File: config.mk
export PLATFORM = sky130hd
export DESIGN_NAME = snp_req_initiator
export DESIGN_NICKNAME = d
export VERILOG_FILES = /design/src/rtl/snp_req_initiator.sv
export SDC_FILE = /design/constraint.sdc
export NUM_CORES = 1
export LEC_CHECK = 0
export CORE_ASPECT_RATIO = 1.75
export CORE_MARGIN = 4
export CORE_UTILIZATION = 50
export CTS_CLUSTER_SIZE = 28
export DETAILED_ROUTE_END_ITERATION = 8
export PLACE_DENSITY_LB_ADDON = 0.25
export SYNTH_ARGS = -nofsm -noshare
export SYNTH_HDL_FRONTEND = slang
export SYNTH_SLANG_ARGS = --single-unit
File: constraint.sdc
create_clock -name clk -period 5.2 [get_ports clk]
set_input_delay 1.3 -clock clk [delete_from_list [all_inputs] [get_ports clk]]
set_output_delay 1.3 -clock clk [all_outputs]
set_load 0.01 [all_outputs]
File: src/rtl/snp_req_initiator.sv
// Snoop-channel initiator: broadcasts one coherence request to every peer except the
// requester, collects the per-peer responses and reports a single hit/owner/error summary.
module snp_req_initiator #(
    parameter int NUM_PEER = 4,
    parameter int ADDR_W   = 32,
    parameter int TIMEOUT  = 255,
    parameter int SRC_W    = (NUM_PEER > 1) ? $clog2(NUM_PEER) : 1,
    // Opcode/response encodings shared with the cache snoop handlers
    parameter logic [1:0] SUREQ_INV  = 2'd2,
    parameter logic [1:0] SDRSP_OKAY = 2'd0
) (
    input  logic                  clk,
    input  logic                  rst,
    input  logic                  req_valid,
    output logic                  req_ready,
    input  logic [1:0]            req_op,
    input  logic [ADDR_W-1:0]     req_addr,
    input  logic [SRC_W-1:0]      req_src,
    output logic [NUM_PEER-1:0]   su_req_valid,
    input  logic [NUM_PEER-1:0]   su_req_ready,
    output logic [1:0]            su_req_op,
    output logic [ADDR_W-1:0]     su_req_addr,
    input  logic [NUM_PEER-1:0]   sd_rsp_valid,
    input  logic [2*NUM_PEER-1:0] sd_rsp,
    output logic                  done_valid,
    input  logic                  done_ready,
    output logic                  done_hit,
    output logic [SRC_W-1:0]      done_owner,
    output logic                  done_err
);

    typedef enum logic [1:0] {
        IDLE = 2'd0,
        SEND = 2'd1,
        WAIT = 2'd2,
        DONE = 2'd3
    } state_t;

    localparam logic [15:0] TMO_LAST = 16'(TIMEOUT - 1);

    state_t                state_q, state_d;
    logic [1:0]            op_q, op_d;
    logic [ADDR_W-1:0]     addr_q, addr_d;
    logic [NUM_PEER-1:0]   send_q, send_d;
    logic [NUM_PEER-1:0]   rsp_q, rsp_d;
    logic [NUM_PEER-1:0]   hit_q, hit_d;
    logic                  err_q, err_d;
    logic [15:0]           tcnt_q, tcnt_d;
    logic                  req_ready_q, req_ready_d;
    logic                  done_valid_q, done_valid_d;
    logic                  done_hit_q, done_hit_d;
    logic [SRC_W-1:0]      done_owner_q, done_owner_d;
    logic                  done_err_q, done_err_d;

    logic [NUM_PEER-1:0]   init_mask;
    logic                  tmo_hit;
    logic                  finish;

    function automatic logic [SRC_W-1:0] lowest_set(input logic [NUM_PEER-1:0] m);
        lowest_set = '0;
        for (int i = NUM_PEER - 1; i >= 0; i--) begin
            if (m[i]) lowest_set = SRC_W'(i);
        end
    endfunction

    // An out-of-range requester index leaves every peer in the broadcast set
    always_comb begin
        init_mask = '1;
        for (int i = 0; i < NUM_PEER; i++) begin
            if (int'(req_src) == i) init_mask[i] = 1'b0;
        end
    end

    always_comb begin
        state_d      = state_q;
        op_d         = op_q;
        addr_d       = addr_q;
        send_d       = send_q;
        rsp_d        = rsp_q;
        hit_d        = hit_q;
        err_d        = err_q;
        tcnt_d       = tcnt_q;
        req_ready_d  = req_ready_q;
        done_valid_d = done_valid_q;
        done_hit_d   = done_hit_q;
        done_owner_d = done_owner_q;
        done_err_d   = done_err_q;
        tmo_hit      = 1'b0;
        finish       = 1'b0;

        unique case (state_q)
            IDLE: begin
                if (req_valid) begin
                    op_d        = req_op;
                    addr_d      = req_addr;
                    send_d      = init_mask;
                    rsp_d       = init_mask;
                    hit_d       = '0;
                    err_d       = 1'b0;
                    tcnt_d      = '0;
                    req_ready_d = 1'b0;
                    if (init_mask == '0) begin
                        state_d      = DONE;
                        done_valid_d = 1'b1;
                        done_hit_d   = 1'b0;
                        done_owner_d = '0;
                        done_err_d   = 1'b0;
                    end else begin
                        state_d = SEND;
                    end
                end
            end

            SEND, WAIT: begin
                send_d = send_q & ~su_req_ready;
                // A response is legal only after that peer's request has already handshaked
                for (int i = 0; i < NUM_PEER; i++) begin
                    if (sd_rsp_valid[i]) begin
                        if (rsp_q[i] && !send_q[i]) begin
                            rsp_d[i] = 1'b0;
                            if (sd_rsp[2*i +: 2] == SDRSP_OKAY && op_q != SUREQ_INV)
                                hit_d[i] = 1'b1;
                        end else begin
                            err_d = 1'b1;
                        end
                    end
                end
                if (tcnt_q != 16'hFFFF) tcnt_d = tcnt_q + 16'd1;
                tmo_hit = (TIMEOUT != 0) && (tcnt_q == TMO_LAST);
                if (tmo_hit) begin
                    err_d  = 1'b1;
                    send_d = '0;
                    rsp_d  = '0;
                    finish = 1'b1;
                end else if (rsp_d == '0) begin
                    finish = 1'b1;
                end else if (send_d == '0) begin
                    state_d = WAIT;
                end
                if (finish) begin
                    state_d      = DONE;
                    done_valid_d = 1'b1;
                    done_hit_d   = |hit_d;
                    done_owner_d = lowest_set(hit_d);
                    done_err_d   = err_d;
                end
            end

            DONE: begin
                if (done_ready) begin
                    state_d      = IDLE;
                    req_ready_d  = 1'b1;
                    done_valid_d = 1'b0;
                    done_hit_d   = 1'b0;
                    done_owner_d = '0;
                    done_err_d   = 1'b0;
                end
            end
        endcase
    end

    always_ff @(posedge clk) begin
        if (rst) begin
            state_q      <= IDLE;
            op_q         <= '0;
            addr_q       <= '0;
            send_q       <= '0;
            rsp_q        <= '0;
            hit_q        <= '0;
            err_q        <= 1'b0;
            tcnt_q       <= '0;
            req_ready_q  <= 1'b1;
            done_valid_q <= 1'b0;
            done_hit_q   <= 1'b0;
            done_owner_q <= '0;
            done_err_q   <= 1'b0;
        end else begin
            state_q      <= state_d;
            op_q         <= op_d;
            addr_q       <= addr_d;
            send_q       <= send_d;
            rsp_q        <= rsp_d;
            hit_q        <= hit_d;
            err_q        <= err_d;
            tcnt_q       <= tcnt_d;
            req_ready_q  <= req_ready_d;
            done_valid_q <= done_valid_d;
            done_hit_q   <= done_hit_d;
            done_owner_q <= done_owner_d;
            done_err_q   <= done_err_d;
        end
    end

    assign req_ready    = req_ready_q;
    assign su_req_valid = send_q;
    assign su_req_op    = op_q;
    assign su_req_addr  = addr_q;
    assign done_valid   = done_valid_q;
    assign done_hit     = done_hit_q;
    assign done_owner   = done_owner_q;
    assign done_err     = done_err_q;

endmodule

==> run_results.csv <==
group,metric,value,unit
outcome,status,"complete, no violations",
detailed_routing,ant_nets,0,
sta,finalMaxSlewViolations,0,
sta,finClkSkew,0.01410,ns
sta,tightest_slew,1.124,ns
global_routing,track_usage,24.23,%
worst_hold_path,hold_depth,2,
die,placementRows,38,
global_routing,grt_max_degree,57,
critical_path,r2r_end,"tcnt_q[13]",
logic_synthesis,ys_top_cells_by_count,"nand2_1, dfxtp_1, a21oi_1",
placement,hpwl,6473,um
global_routing,globalRouteMet3Util,8.448,%
die,die_w,68.78,um
power_and_ir_drop,peakVddDrop,0.2721,mV
power_and_ir_drop,power_density,435.8,nW/um2
cells_and_area,final_core_util,70.97,%
global_routing,grt_pass1_vias,3233,
global_routing,grt_overflow,0,
die,start_util,51.89,%
cts,cts-root-buf,"clkbuf_8",
logic_synthesis,syn_nets,462,
critical_path,crit_chain,"clkdlybuf4s50_1, mux2i_1, nor4_1, nand4_1, xor2_1, nor2_1",
logic_synthesis,syn_area_per_cell,8.039,um2
global_routing,grt_pass1_wl,14560,um
logic_synthesis,synth_top_area_share,43.98,%
cts,clockBufferDepth,2,
power_and_ir_drop,p_leak,1.611,nW
placement,port_buffers,99,
cells_and_area,drive_above_1_share,6.814,%
logic_synthesis,yosysSeqAreaShare,43.98,%
sta,rsz0062_at_grt,"no",
logic_synthesis,yosysMostFrequentCell,"nand2_1",
die,die_height,114.4,um
cts,cts.htree.levels,3,
global_routing,grt_use_met1,24.63,%
detailed_routing,drt_iter0_drc,173,
flow_run,drv_cap,0,
placement,place.gp.congestion,0.8833,
cells_and_area,seq_area,1421,um2
cts,clkTransAtPathRegs,0.08,ns
sta,max_slew_margin,25.08,%
critical_path,end_kind,"flip-flop",
cells_and_area,fin_nets,554,
cells_and_area,nFillCells,497,
cells_and_area,multi_input_area,1654,um2
die,dieArea,7865,um2
cts,cts_buffers,9,
sta,hold_viol,0,
logic_synthesis,synth_cell_type_count,59,
worst_hold_path,holdPathEnd,"su_req_addr[3]",
worst_hold_path,min_from,"su_req_addr[3]",
global_routing,grt-busiest-layer,"met2",
cts,post-cts-setup-buffers,0,
global_routing,use_met2,43.08,%
placement,dp_slack,1.761,ns
sta,fmax,316.4,MHz
sta,setup_slack,2.039,ns
cts,clk-insertion-delay-late,0.35,ns
detailed_routing,vias,3165,
detailed_routing,viasPerCell,5.466,
logic_synthesis,synth_area_leaders,"dfxtp_1, nand2_1, a21oi_1",
logic_synthesis,synth_area,3232,um2
critical_path,arrival,3.35,ns
sta,finalSetupTns,0,ns
sta,timing.final.crit_share,60.78,%
logic_synthesis,yosysTopAreaCell,"dfxtp_1",
detailed_routing,drcViolationCount,0,
critical_path,reg2regPathDepth,7,
die,ios,100,
global_routing,antenna_found_initial,0,
critical_path,start_kind,"input pin",
die,core-area,6228,um2
critical_path,slowest_delay,0.74,ns
critical_path,reg2reg_slack,2.33,ns
sta,finalSetupViolCount,0,
cts,holdBufCountCts,0,
cts,clkSinkCount,71,
critical_path,critPathMaxFanout,11,
logic_synthesis,synth_flop_cell,"dfxtp_1",
sta,final.min_clock_period,3.161,ns
detailed_routing,avgRoutedWirePerCell,15.20,um
logic_synthesis,synth_seq_cells,71,
cells_and_area,syn_to_final_growth,36.78,%
logic_synthesis,netlist_instances,402,
critical_path,crit_slowest_cell,"nor4_1",
cells_and_area,n_antenna_cell,0,
critical_path,timing.rr.start,"state_q[1]",
logic_synthesis,ys_warn_count,0,
cts,post_cts_resized,0,
critical_path,critical_path_class,"input pin to flip-flop",
logic_synthesis,synth_edf_count,0,
worst_hold_path,hp-class,"flip-flop to flip-flop",
detailed_routing,drt_first_pass_iters,5,
cts,cts_tree,"done",
critical_path,cp.required,5.39,ns
detailed_routing,routed_wl,8798,um
logic_synthesis,synthArstFlopShare,0,%
[worst max path at each step]
stage,startpoint,end,slack [ns],cells after the start
CTS,req_valid,tcnt_q[13],2.11,6
detailed placement,req_valid,tcnt_q[13],1.76,6
floorplan,sd_rsp_valid[3],done_owner[0],2.62,5
finish,req_valid,tcnt_q[13],2.04,6
global route,req_valid,tcnt_q[15],1.83,6
global placement,req_valid,tcnt_q[13],1.85,6
[registers in the layout (all words and copies together) (netlist names), 2 cells and up]
signal and count:
su_req_addr 32, done_owner 2, state_q 2, rsp_q 4, su_req_op 2, su_req_valid 4, hit_q 4, tcnt_q 16
[stage by stage]
stage	hold slack [ns]	cells	total power, mW	cell area [um2]
2_1_floorplan	0.4630	402	1.226	3232
3_3_place_gp	0.4407	563	1.486	4225
4_1_cts	0.4574	579	1.937	4420
5_1_grt	0.4817	579	2.068	4420
6_report	0.4561	579	1.927	4420
3_5_place_dp	0.4474	563	1.506	4225
[cell usage in the layout (no fill, tap or decap), types with 2 or more instances in the layout]
cell type	count
o21ai_1	3
xnor2_1	4
or3_1	2
and2b_2	3
nor2_1	29
a31oi_1	3
nand4_1	6
buf_4	2
nor4_1	2
a22oi_1	4
a21o_1	2
o21ai_0	16
nor3_1	6
a21oi_1	62
a41oi_1	2
nand2_1	87
or2_2	2
nand4b_1	3
ha_1	4
inv_1	13
dfxtp_1	71
nand2b_1	8
and2_1	3
o31ai_1	2
a2bb2oi_1	3
xor2_1	7
nor4b_1	3
o211ai_1	2
clkdlybuf4s50_1	98
clkbuf_8	13
nand3_1	4
[logic make-up (layout without fill, tap and decap cells)]
logic type / after synthesis / count (layout) / synth area share, %
buffers and inverters: 33 / 130 / 4.839
flip-flops: 71 / 71 / 43.98
XOR/XNOR: 11 / 11 / 2.981
AND/OR/NAND/NOR: 173 / 173 / 26.37
multiplexers: 2 / 2 / 0.6581
AO/OA/AOI/OAI: 108 / 108 / 19.63
adder cells (fa/ha/maj): 4 / 4 / 1.549
[worst max-delay path, delay by kind of cell]
family,cells,cell delay [ns]
simple gates,3,1.02
buf+inv,1,0.53
mux,1,0.32
xor+xnor,1,0.17
[report_power, final]
group / internal, mW / leakage, nW / switching (mW)
Combinational: 0.347 / 0.932 / 0.434
Sequential: 0.643 / 0.580 / 0.0760
Clock: 0.225 / 0.0987 / 0.202
Total: 1.22 / 1.61 / 0.712
[routing by layer]
layer	share of wire, %	vias to the layer above
li1	-	1578
met1	37	1474
met2	55	95
met3	5.7	18
met4	2.9	0
met5	0	-
[final cells by class]
type | instances | area share, %
Inverter | 13 | 1.104
Sequential cell | 71 | 32.15
Clock inverter | 2 | 0.2830
Timing Repair Buffer | 101 | 22.64
Multi-Input combinational cell | 298 | 37.42
Clock buffer | 14 | 4.132
Tap cell | 80 | 2.264
Power figures use the tool's default switching activity.
